### config.mk
export PLATFORM = sky130hd
export DESIGN_NAME = conv_window_ctrl
export DESIGN_NICKNAME = d
export VERILOG_FILES = /design/src/rtl/conv_pkg.sv /design/src/rtl/conv_mac.sv /design/src/rtl/conv_window_ctrl.sv
export SDC_FILE = /design/constraint.sdc
export NUM_CORES = 1
export LEC_CHECK = 0
export ABC_AREA = 1
export CAP_MARGIN = 20
export CORE_UTILIZATION = 30
export DETAILED_ROUTE_END_ITERATION = 8
export HOLD_SLACK_MARGIN = 0.12
export SLEW_MARGIN = 0
export SYNTH_ARGS = -nofsm -noshare
export SYNTH_HDL_FRONTEND = slang
export SYNTH_HIERARCHICAL = 1
export SYNTH_SLANG_ARGS = --single-unit
### constraint.sdc
create_clock -name clk -period 8.1 [get_ports clk]
set_input_delay 0.81 -clock clk [delete_from_list [all_inputs] [get_ports clk]]
set_output_delay 0.81 -clock clk [all_outputs]
set_load 0.005 [all_outputs]
### src/rtl/conv_pkg.sv
// Shared types and sizing helpers for the serial convolution window sequencer.
package conv_pkg;

   typedef enum logic [2:0] {
      S_IDLE,
      S_READ,
      S_DRAIN,
      S_OUT,
      S_DONE
   } conv_state_t;

   function automatic int acc_width(input int dw, input int kw, input int k);
      return dw + kw + $clog2(k * k);
   endfunction

   function automatic int out_dim(input int img, input int k);
      return img - k + 1;
   endfunction

   // Counter/address width that never collapses to zero bits.
   function automatic int cnt_width(input int n);
      return (n > 1) ? $clog2(n) : 1;
   endfunction

endpackage

### src/rtl/conv_mac.sv
// Signed multiply-accumulate with clear-on-first-tap; owns the accumulator register.
module conv_mac
#(
   parameter int DATA_WIDTH  = 8,
   parameter int KDATA_WIDTH = 8,
   parameter int ACC_WIDTH   = 18
)(
   input  logic                          clk,
   input  logic                          rst,
   input  logic                          i_en,
   input  logic                          i_clr,
   input  logic signed [DATA_WIDTH-1:0]  i_pix,
   input  logic signed [KDATA_WIDTH-1:0] i_coef,
   output logic signed [ACC_WIDTH-1:0]   o_acc_next
);

   logic signed [ACC_WIDTH-1:0]              r_acc;
   logic signed [DATA_WIDTH+KDATA_WIDTH-1:0] w_prod;
   logic signed [ACC_WIDTH-1:0]              w_base;

   always_comb begin
      w_prod     = i_pix * i_coef;
      w_base     = i_clr ? '0 : r_acc;
      // Exposed combinationally so the final tap can be registered straight into the output stage.
      o_acc_next = i_en ? (w_base + ACC_WIDTH'(w_prod)) : r_acc;
   end

   always_ff @(posedge clk or posedge rst) begin
      if (rst)
         r_acc <= '0;
      else if (i_en)
         r_acc <= o_acc_next;
   end

endmodule

### src/rtl/conv_window_ctrl.sv
// Serial stride-1, no-padding 2-D convolution sequencer: one MAC per cycle, valid/ready result port.
module conv_window_ctrl
   import conv_pkg::*;
#(
   parameter int DATA_WIDTH  = 8,
   parameter int KDATA_WIDTH = 8,
   parameter int KERNEL_SIZE = 2,
   parameter int IMGROW      = 7,
   parameter int IMGCOL      = 3,
   parameter     ACTIVATION  = "RELU"
)(
   input  logic                                                         clk,
   input  logic                                                         rst,
   input  logic                                                         start,
   input  logic [KERNEL_SIZE*KERNEL_SIZE*KDATA_WIDTH-1:0]               kernel_flat,
   output logic                                                         busy,
   output logic                                                         done,
   output logic                                                         img_rd_en,
   output logic [cnt_width(IMGROW)-1:0]                                 img_rd_row,
   output logic [cnt_width(IMGCOL)-1:0]                                 img_rd_col,
   input  logic signed [DATA_WIDTH-1:0]                                 img_rd_data,
   output logic                                                         out_valid,
   input  logic                                                         out_ready,
   output logic signed [acc_width(DATA_WIDTH,KDATA_WIDTH,KERNEL_SIZE)-1:0] out_data,
   output logic [cnt_width(out_dim(IMGROW,KERNEL_SIZE))-1:0]            out_row,
   output logic [cnt_width(out_dim(IMGCOL,KERNEL_SIZE))-1:0]            out_col
);

   localparam int K      = KERNEL_SIZE;
   localparam int NTAP   = K * K;
   localparam int ACC_W  = acc_width(DATA_WIDTH, KDATA_WIDTH, K);
   localparam int OUTROW = out_dim(IMGROW, K);
   localparam int OUTCOL = out_dim(IMGCOL, K);
   localparam int RW     = cnt_width(IMGROW);
   localparam int CW     = cnt_width(IMGCOL);
   localparam int ORW    = cnt_width(OUTROW);
   localparam int OCW    = cnt_width(OUTCOL);
   localparam int KW     = cnt_width(K);
   localparam int TW     = cnt_width(NTAP);

   localparam logic [ORW-1:0] LAST_WR  = ORW'(OUTROW - 1);
   localparam logic [OCW-1:0] LAST_WC  = OCW'(OUTCOL - 1);
   localparam logic [KW-1:0]  LAST_K   = KW'(K - 1);
   localparam bit             USE_RELU = (ACTIVATION == "RELU");

   conv_state_t                    r_state;
   logic [ORW-1:0]                 r_wr;
   logic [OCW-1:0]                 r_wc;
   logic [KW-1:0]                  r_kr;
   logic [KW-1:0]                  r_kc;
   logic [TW-1:0]                  r_tap;
   logic signed [KDATA_WIDTH-1:0]  r_kernel [NTAP];
   logic                           r_mac_en;
   logic                           r_mac_clr;
   logic [TW-1:0]                  r_mac_tap;

   logic [KW-1:0]                  w_kr_nxt;
   logic [KW-1:0]                  w_kc_nxt;
   logic [ORW-1:0]                 w_wr_nxt;
   logic [OCW-1:0]                 w_wc_nxt;
   logic                           w_last_tap;
   logic                           w_last_win;
   logic signed [ACC_W-1:0]        w_acc_next;
   logic signed [ACC_W-1:0]        w_act;

   always_comb begin
      w_kc_nxt   = (r_kc == LAST_K) ? '0 : r_kc + 1'b1;
      w_kr_nxt   = (r_kc == LAST_K) ? r_kr + 1'b1 : r_kr;
      w_wc_nxt   = (r_wc == LAST_WC) ? '0 : r_wc + 1'b1;
      w_wr_nxt   = (r_wc == LAST_WC) ? r_wr + 1'b1 : r_wr;
      w_last_tap = (r_kr == LAST_K) && (r_kc == LAST_K);
      w_last_win = (r_wr == LAST_WR) && (r_wc == LAST_WC);
      w_act      = (USE_RELU && w_acc_next[ACC_W-1]) ? '0 : w_acc_next;
   end

   // Read data lands one cycle after the strobe, so the MAC controls trail the issued tap by one cycle.
   always_ff @(posedge clk or posedge rst) begin
      if (rst) begin
         r_mac_en  <= 1'b0;
         r_mac_clr <= 1'b0;
         r_mac_tap <= '0;
      end else begin
         r_mac_en  <= img_rd_en;
         r_mac_clr <= img_rd_en && (r_tap == '0);
         r_mac_tap <= r_tap;
      end
   end

   conv_mac #(
      .DATA_WIDTH  (DATA_WIDTH),
      .KDATA_WIDTH (KDATA_WIDTH),
      .ACC_WIDTH   (ACC_W)
   ) u_mac (
      .clk        (clk),
      .rst        (rst),
      .i_en       (r_mac_en),
      .i_clr      (r_mac_clr),
      .i_pix      (img_rd_data),
      .i_coef     (r_kernel[r_mac_tap]),
      .o_acc_next (w_acc_next)
   );

   always_ff @(posedge clk or posedge rst) begin
      if (rst) begin
         r_state    <= S_IDLE;
         busy       <= 1'b0;
         done       <= 1'b0;
         img_rd_en  <= 1'b0;
         img_rd_row <= '0;
         img_rd_col <= '0;
         out_valid  <= 1'b0;
         out_data   <= '0;
         out_row    <= '0;
         out_col    <= '0;
         r_wr       <= '0;
         r_wc       <= '0;
         r_kr       <= '0;
         r_kc       <= '0;
         r_tap      <= '0;
         for (int unsigned i = 0; i < NTAP; i++) r_kernel[i] <= '0;
      end else begin
         case (r_state)
            S_IDLE: begin
               if (start) begin
                  for (int unsigned i = 0; i < NTAP; i++)
                     r_kernel[i] <= kernel_flat[i*KDATA_WIDTH +: KDATA_WIDTH];
                  r_wr       <= '0;
                  r_wc       <= '0;
                  r_kr       <= '0;
                  r_kc       <= '0;
                  r_tap      <= '0;
                  img_rd_en  <= 1'b1;
                  img_rd_row <= '0;
                  img_rd_col <= '0;
                  busy       <= 1'b1;
                  r_state    <= S_READ;
               end
            end
            S_READ: begin
               if (w_last_tap) begin
                  img_rd_en <= 1'b0;
                  r_state   <= S_DRAIN;
               end else begin
                  r_kr       <= w_kr_nxt;
                  r_kc       <= w_kc_nxt;
                  r_tap      <= r_tap + 1'b1;
                  img_rd_row <= RW'(r_wr) + RW'(w_kr_nxt);
                  img_rd_col <= CW'(r_wc) + CW'(w_kc_nxt);
               end
            end
            S_DRAIN: begin
               out_valid <= 1'b1;
               out_data  <= w_act;
               out_row   <= r_wr;
               out_col   <= r_wc;
               r_state   <= S_OUT;
            end
            S_OUT: begin
               if (out_ready) begin
                  out_valid <= 1'b0;
                  if (w_last_win) begin
                     done    <= 1'b1;
                     busy    <= 1'b0;
                     r_state <= S_DONE;
                  end else begin
                     r_wr       <= w_wr_nxt;
                     r_wc       <= w_wc_nxt;
                     r_kr       <= '0;
                     r_kc       <= '0;
                     r_tap      <= '0;
                     img_rd_en  <= 1'b1;
                     img_rd_row <= RW'(w_wr_nxt);
                     img_rd_col <= CW'(w_wc_nxt);
                     r_state    <= S_READ;
                  end
               end
            end
            S_DONE: begin
               done    <= 1'b0;
               r_state <= S_IDLE;
            end
            default: r_state <= S_IDLE;
         endcase
      end
   end

endmodule

; ---- After elaboration in Yosys (flattened, before gate mapping)
; Cells that the tools add are included.
[totals]
register_bits = 96
word_cells = 115
[classes]
addsub = 8
multipliers = 1
order_cmp = 1
eq_ne = 11
muxes = 53
bitwise_logic = 1
n_reduce_logical = 17
[ops]
columns = op, n
row1 = 2-to-1 mux 18 bit, 2
row2 = 2-to-1 mux 3 bit, 9
row3 = 2-to-1 mux 1 bit, 19
row4 = adder 18 x 16 -> 18 bit, 1
row5 = 2-to-1 mux 17 bit, 1
row6 = binary-select mux 8 bit (select 2 bit), 1
row7 = multiplier 8 x 8 -> 16 bit, 1
row8 = 2-to-1 mux 8 bit, 2
row9 = 2-to-1 mux 2 bit, 7
row10 = "inequality test 2 bit, second input constant", 6
row11 = case mux 2 bit (3 select lines), 2
row12 = case mux 3 bit (4 select lines), 1
row13 = AND reduction 5 bit, 2
row14 = case mux 1 bit (3 select lines), 3
row15 = case mux 3 bit (3 select lines), 1
row16 = case mux 1 bit (2 select lines), 4
row17 = AND reduction 4 bit, 2
row18 = "equality test 3 x 2 -> 1 bit, second input constant", 2
row19 = "equality test 3 bit, second input constant", 2
row20 = case mux 3 bit (2 select lines), 1
row21 = AND reduction 3 bit, 2
row22 = nonzero test 2 bit, 3
row23 = AND reduction 2 bit, 2
row24 = "adder 1 bit, second input constant", 3
row25 = other kinds (11), 13

; ---- Longest topological paths before layout
[depth]
ltp_word = 8
depth_mapped = 32

; ---- Hierarchy
; Netlist, hierarchy kept.
[by_module_without_submodules]
columns = module, n_inst, cells_per_inst, area_per_inst_um2
row1 = conv_mac, 1, 564, 4391.7
row2 = conv_window_ctrl, 1, 348, 3405.8

; ---- Worst setup path before layout
; Ideal clock, no wire load.
[synth_timing]
path_type = reg-to-reg
start = reg r_mac_tap[0]
end = reg out_data[0]
setup_time_ps = 83
arrival_time_ps = 5683
required_time_ps = 8017
path_slack_ps = 2334
stages_incl_launch_ff = 28
synth_period_minus_slack_ps = 5766
cell_sequence = dfrtp_1 > inv_1 > clkbuf_1 > nor2_1 > o22ai_1 > clkinv_1 > or2_2 > fa_1 > fa_1 > inv_1 > fa_1 > fa_1 > fa_1 > ha_1 > nand2_2 > inv_1 > nand2_1 > nand3_2 > nand2_1 > nand2_2 > inv_2 > nand2_2 > nand3_2 > nand2_1 > clkinv_1 > clkbuf_1 > nand2_1 > o21ai_0
[synth_between]
elab_chain_cells = 8
[synth_rtl]
columns = item, line
row1 = "start, declared", conv_window_ctrl.sv:55  ; logic [TW-1:0] r_mac_tap;
row2 = "start signal, assigned", conv_window_ctrl.sv:85  ; r_mac_tap <= r_tap;
row3 = NOT 2 -> 3 bit (implied by the code), conv_window_ctrl.sv:99  ; .i_coef (r_kernel[r_mac_tap]),
row4 = binary-select mux 8 bit (select 2 bit), conv_window_ctrl.sv:99
row5 = 2-to-1 mux 8 bit (implied by the code) (2 in a row), conv_window_ctrl.sv:99
row6 = multiplier 8 x 8 -> 16 bit, conv_mac.sv:22  ; w_prod = i_pix * i_coef;
row7 = adder 18 x 16 -> 18 bit, conv_mac.sv:25  ; o_acc_next = i_en ? (w_base + ACC_WIDTH'(w_prod)) : r_acc;
row8 = 2-to-1 mux 18 bit, conv_mac.sv:25
row9 = net w_acc_next[17], conv_window_ctrl.sv:63  ; logic signed [ACC_W-1:0] w_acc_next;
row10 = 2-to-1 mux 17 bit, conv_window_ctrl.sv:73  ; w_act = (USE_RELU && w_acc_next[ACC_W-1]) ? '0 : w_acc_next;
row11 = "end signal, assigned", conv_window_ctrl.sv:153  ; out_data <= w_act;
row12 = "end, declared", conv_window_ctrl.sv:24  ; output logic signed [acc_width(DATA_WIDTH,KDATA_WIDTH,KERNEL_SIZE)-1:0] out_data,
; The timed path passes the listed nets, and every way through them passes these cells. The select of a mux whose other input is x is not followed.
; A chain may end at the register's enable or synchronous reset.

; ---- Worst setup path in the final report
[layout_timing]
start = reg r_mac_tap[0]
end = reg out_data[16]
; Same word-level chain as after synthesis.

==> flow_summary.json <==
{
  "status": "completed",
  "hp-start": "r_tap[1]",
  "grt_setup_unrepaired": "false",
  "cp_common_cell": "nand2_1",
  "ant_nets": 0,
  "post-route-min-period_ps": 6580,
  "h-tree-depth": 3,
  "whs_ps": 417,
  "grt_pass1_vias": 5995,
  "worst_path_dominant_cell_family": "adder cells",
  "crit_start": "r_mac_tap[0]",
  "use_met2_pct": 22.7,
  "coreArea_um2": 25300,
  "nets": 1141,
  "io-pin-count": 75,
  "dp_hpwl_mm": 14.0,
  "dp.cells": 1287,
  "ys_seq_area_share_pct": 30.5,
  "fmax_mhz": 152,
  "critPathSlowestCell": "dfrtp_1",
  "post_cts.repair.setup_buffers": 0,
  "design_area_um2": 9160,
  "row_count": 58,
  "gr-max-usage-layer": "met2",
  "final_cells": 1303,
  "grt_util_met3_pct": 1.88,
  "syn_inst": 912,
  "hold_path.class": "reg -> reg",
  "clkSinkCount": 95,
  "place_area_um2": 8830,
  "cp-end-kind": "flop",
  "worst_pin_slew_ps": 899,
  "io_buffers": 73,
  "fin_skew_ps": 12.3,
  "final.setup.tns_ps": 0,
  "path_max_fanout": 17,
  "die_area_um2": 26600,
  "route.final.wire_length_mm": 17.2,
  "drc": 0,
  "max_cap_violations": 0,
  "syn2layout_area_growth_pct": 17.5,
  "slew_viol_final": 0,
  "clk_pin_slew_worst_paths_ps": 80,
  "hold_viol": 0,
  "die_h_um": 163,
  "firstDrtPassIters": 4,
  "slew_headroom_pct": 40.1,
  "cts_tree": "yes",
  "vias": 5722,
  "setup_viol": 0,
  "synth-seq-cells": 95,
  "die_x_um": 163,
  "synth_top_cell_area_share_pct": 30.5,
  "syn_avg_cell_area_um2": 8.55,
  "grt_max_degree": 71,
  "cts-buffers-inserted": 9,
  "synth_cell_types": 34,
  "avgRoutedWirePerCell_um": 13.2,
  "diodes": 0,
  "cts_root_buf": "clkbuf_16",
  "overflow": 0,
  "arrival_ps": 6790,
  "criticalPathCategory": "reg -> reg",
  "vias_per_cell": 4.39,
  "drtIter0Drc": 270,
  "yosys.area.top_type": "dfrtp_1",
  "cts_resized": 0,
  "final_common_cell": "nand2_1",
  "gp_congestion": 0.850,
  "synth-edff-count": 0,
  "fin_crit_sh_pct": 81.2,
  "start_util_pct": 30.8,
  "grtUsageMet1_pct": 20.4,
  "ys_async_sr_fraction_pct": 100,
  "cp_cell_sequence": "inv_1, o21ai_0, o22ai_1, nand2_1, inv_1, fa_1, fa_1, fa_1, fa_1, ha_1, ha_1, nand2_1, nand2_1, nand2_1, nand2_1, a21oi_1, nand2_2, nand3_2, nand3_2, nand2_1, clkinv_1, nand2_1, o21ai_0",
  "crit_buf_inv": 3,
  "slowest_delay_ps": 550,
  "synth.net_count": 1085,
  "crit_path_start_kind": "flop",
  "antenna_found_initial": 0,
  "cts_max_path_buffers": 2,
  "insertion_delay_ps": 360,
  "synth_area_leaders": "dfrtp_1 (30%), fa_1 (21%), nand2_1 (12%), inv_1 (8.0%), ha_1 (7.9%)",
  "track_usage_pct": 14.4,
  "drive_gt1_share_pct": 9.35,
  "worstReg2RegStart": "r_mac_tap[0]",
  "critPathRequiredTime_ps": 8320,
  "layout_common_cells": "nand2_1 (241), inv_1 (165), dfrtp_1 (95)",
  "syn_area_um2": 7800,
  "synth_ff_type": "dfrtp_1",
  "yosys_warnings": 6,
  "postCtsHoldBufs": 0,
  "grt_pass1_wl_mm": 30.3
}
[sequential cells by signal (all words and copies together) (netlist names), 2 cells and up]
register and count:
img_rd_col 2, img_rd_row 3, out_data 17, out_row 3
r_kernel 32, r_mac_tap 2, r_state 3, r_tap 2
r_wr 3, u_mac/r_acc 18
[logic make-up (layout without fill, tap and decap cells)]
logic type               count (synthesis)  in the layout  share of synthesized area (%)
adder cells (fa/ha/maj)                129            129                           28.4
AND/OR/NAND/NOR                        356            356                           19.5
AO/OA/AOI/OAI                           85             85                           5.82
other                                    1              1                         0.0481
multiplexers                            32             32                           4.62
XOR/XNOR                                 9              9                           1.01
flip-flops                              95             95                           30.5
buffers and inverters                  205            266                           10.1
[cell type report]
cell class                      count  area, um^2
Clock buffer                        9         225
Clock inverter                      7         100
Fill cell                        2541       16200
Inverter                          173         651
Multi-Input combinational cell    612        4630
Sequential cell                    95        2380
Tap cell                          330         413
Timing Repair Buffer               77         761
[through the flow]
stage,worst slack [ps],util (%)
finish,1520,36.2
global route,852,36.2
CTS,1440,36.2
detailed placement,1460,34.9
global placement,1650,34.9
floorplan,2330,-
[worst paths after layout]
check                          endpoint  slack (ps)  depth (start not counted)
max                        out_data[16]        1520                         23
min                        r_mac_tap[1]         420                          0
max reg2reg                out_data[16]        1520                         23
min reg2reg                r_mac_tap[1]         420                          0
max in group asynchronous  r_kernel[23]        6320                          3
min in group asynchronous   out_data[6]         670                          2
[worst register-to-register path, cell delays in order (launching register included)]
cell      delay (ps)
dfrtp_1          550
inv_1            400
o21ai_0          130
o22ai_1          530
nand2_1          200
inv_1            460
fa_1             540
fa_1             540
fa_1             470
fa_1             500
ha_1             300
ha_1             360
nand2_1           90
nand2_1          100
nand2_1           80
nand2_1           50
a21oi_1          150
nand2_2           90
nand3_2           80
nand3_2           80
nand2_1           90
clkinv_1         370
nand2_1          200
o21ai_0          110
[Yosys cell counts, types with 3 or more instances]
cell and n:
inv_2 4, ha_1 49, clkbuf_1 25, inv_1 166, nand3_1 26, fa_1 80, buf_2 5, mux2_2 32
o21ai_0 50, o21bai_1 3, nand3_2 11, a21oi_1 7, o21ai_1 14, xor2_1 3, clkinv_1 3, xnor2_1 6
o22ai_1 8, nand4_1 4, nand2_2 12, nor2_2 5, dfrtp_1 95, nor2_1 49, nand2_1 241
[metal layers]
metal,wire (um),part of all wire (%)
met1,8710,51
met2,8020,47
met3,303,1.8
met4,183,1.1
met5,0,0
Power is left out: the tool's default activity adds up to more than one toggle a clock period on the data nets, which glitch-free logic cannot reach.
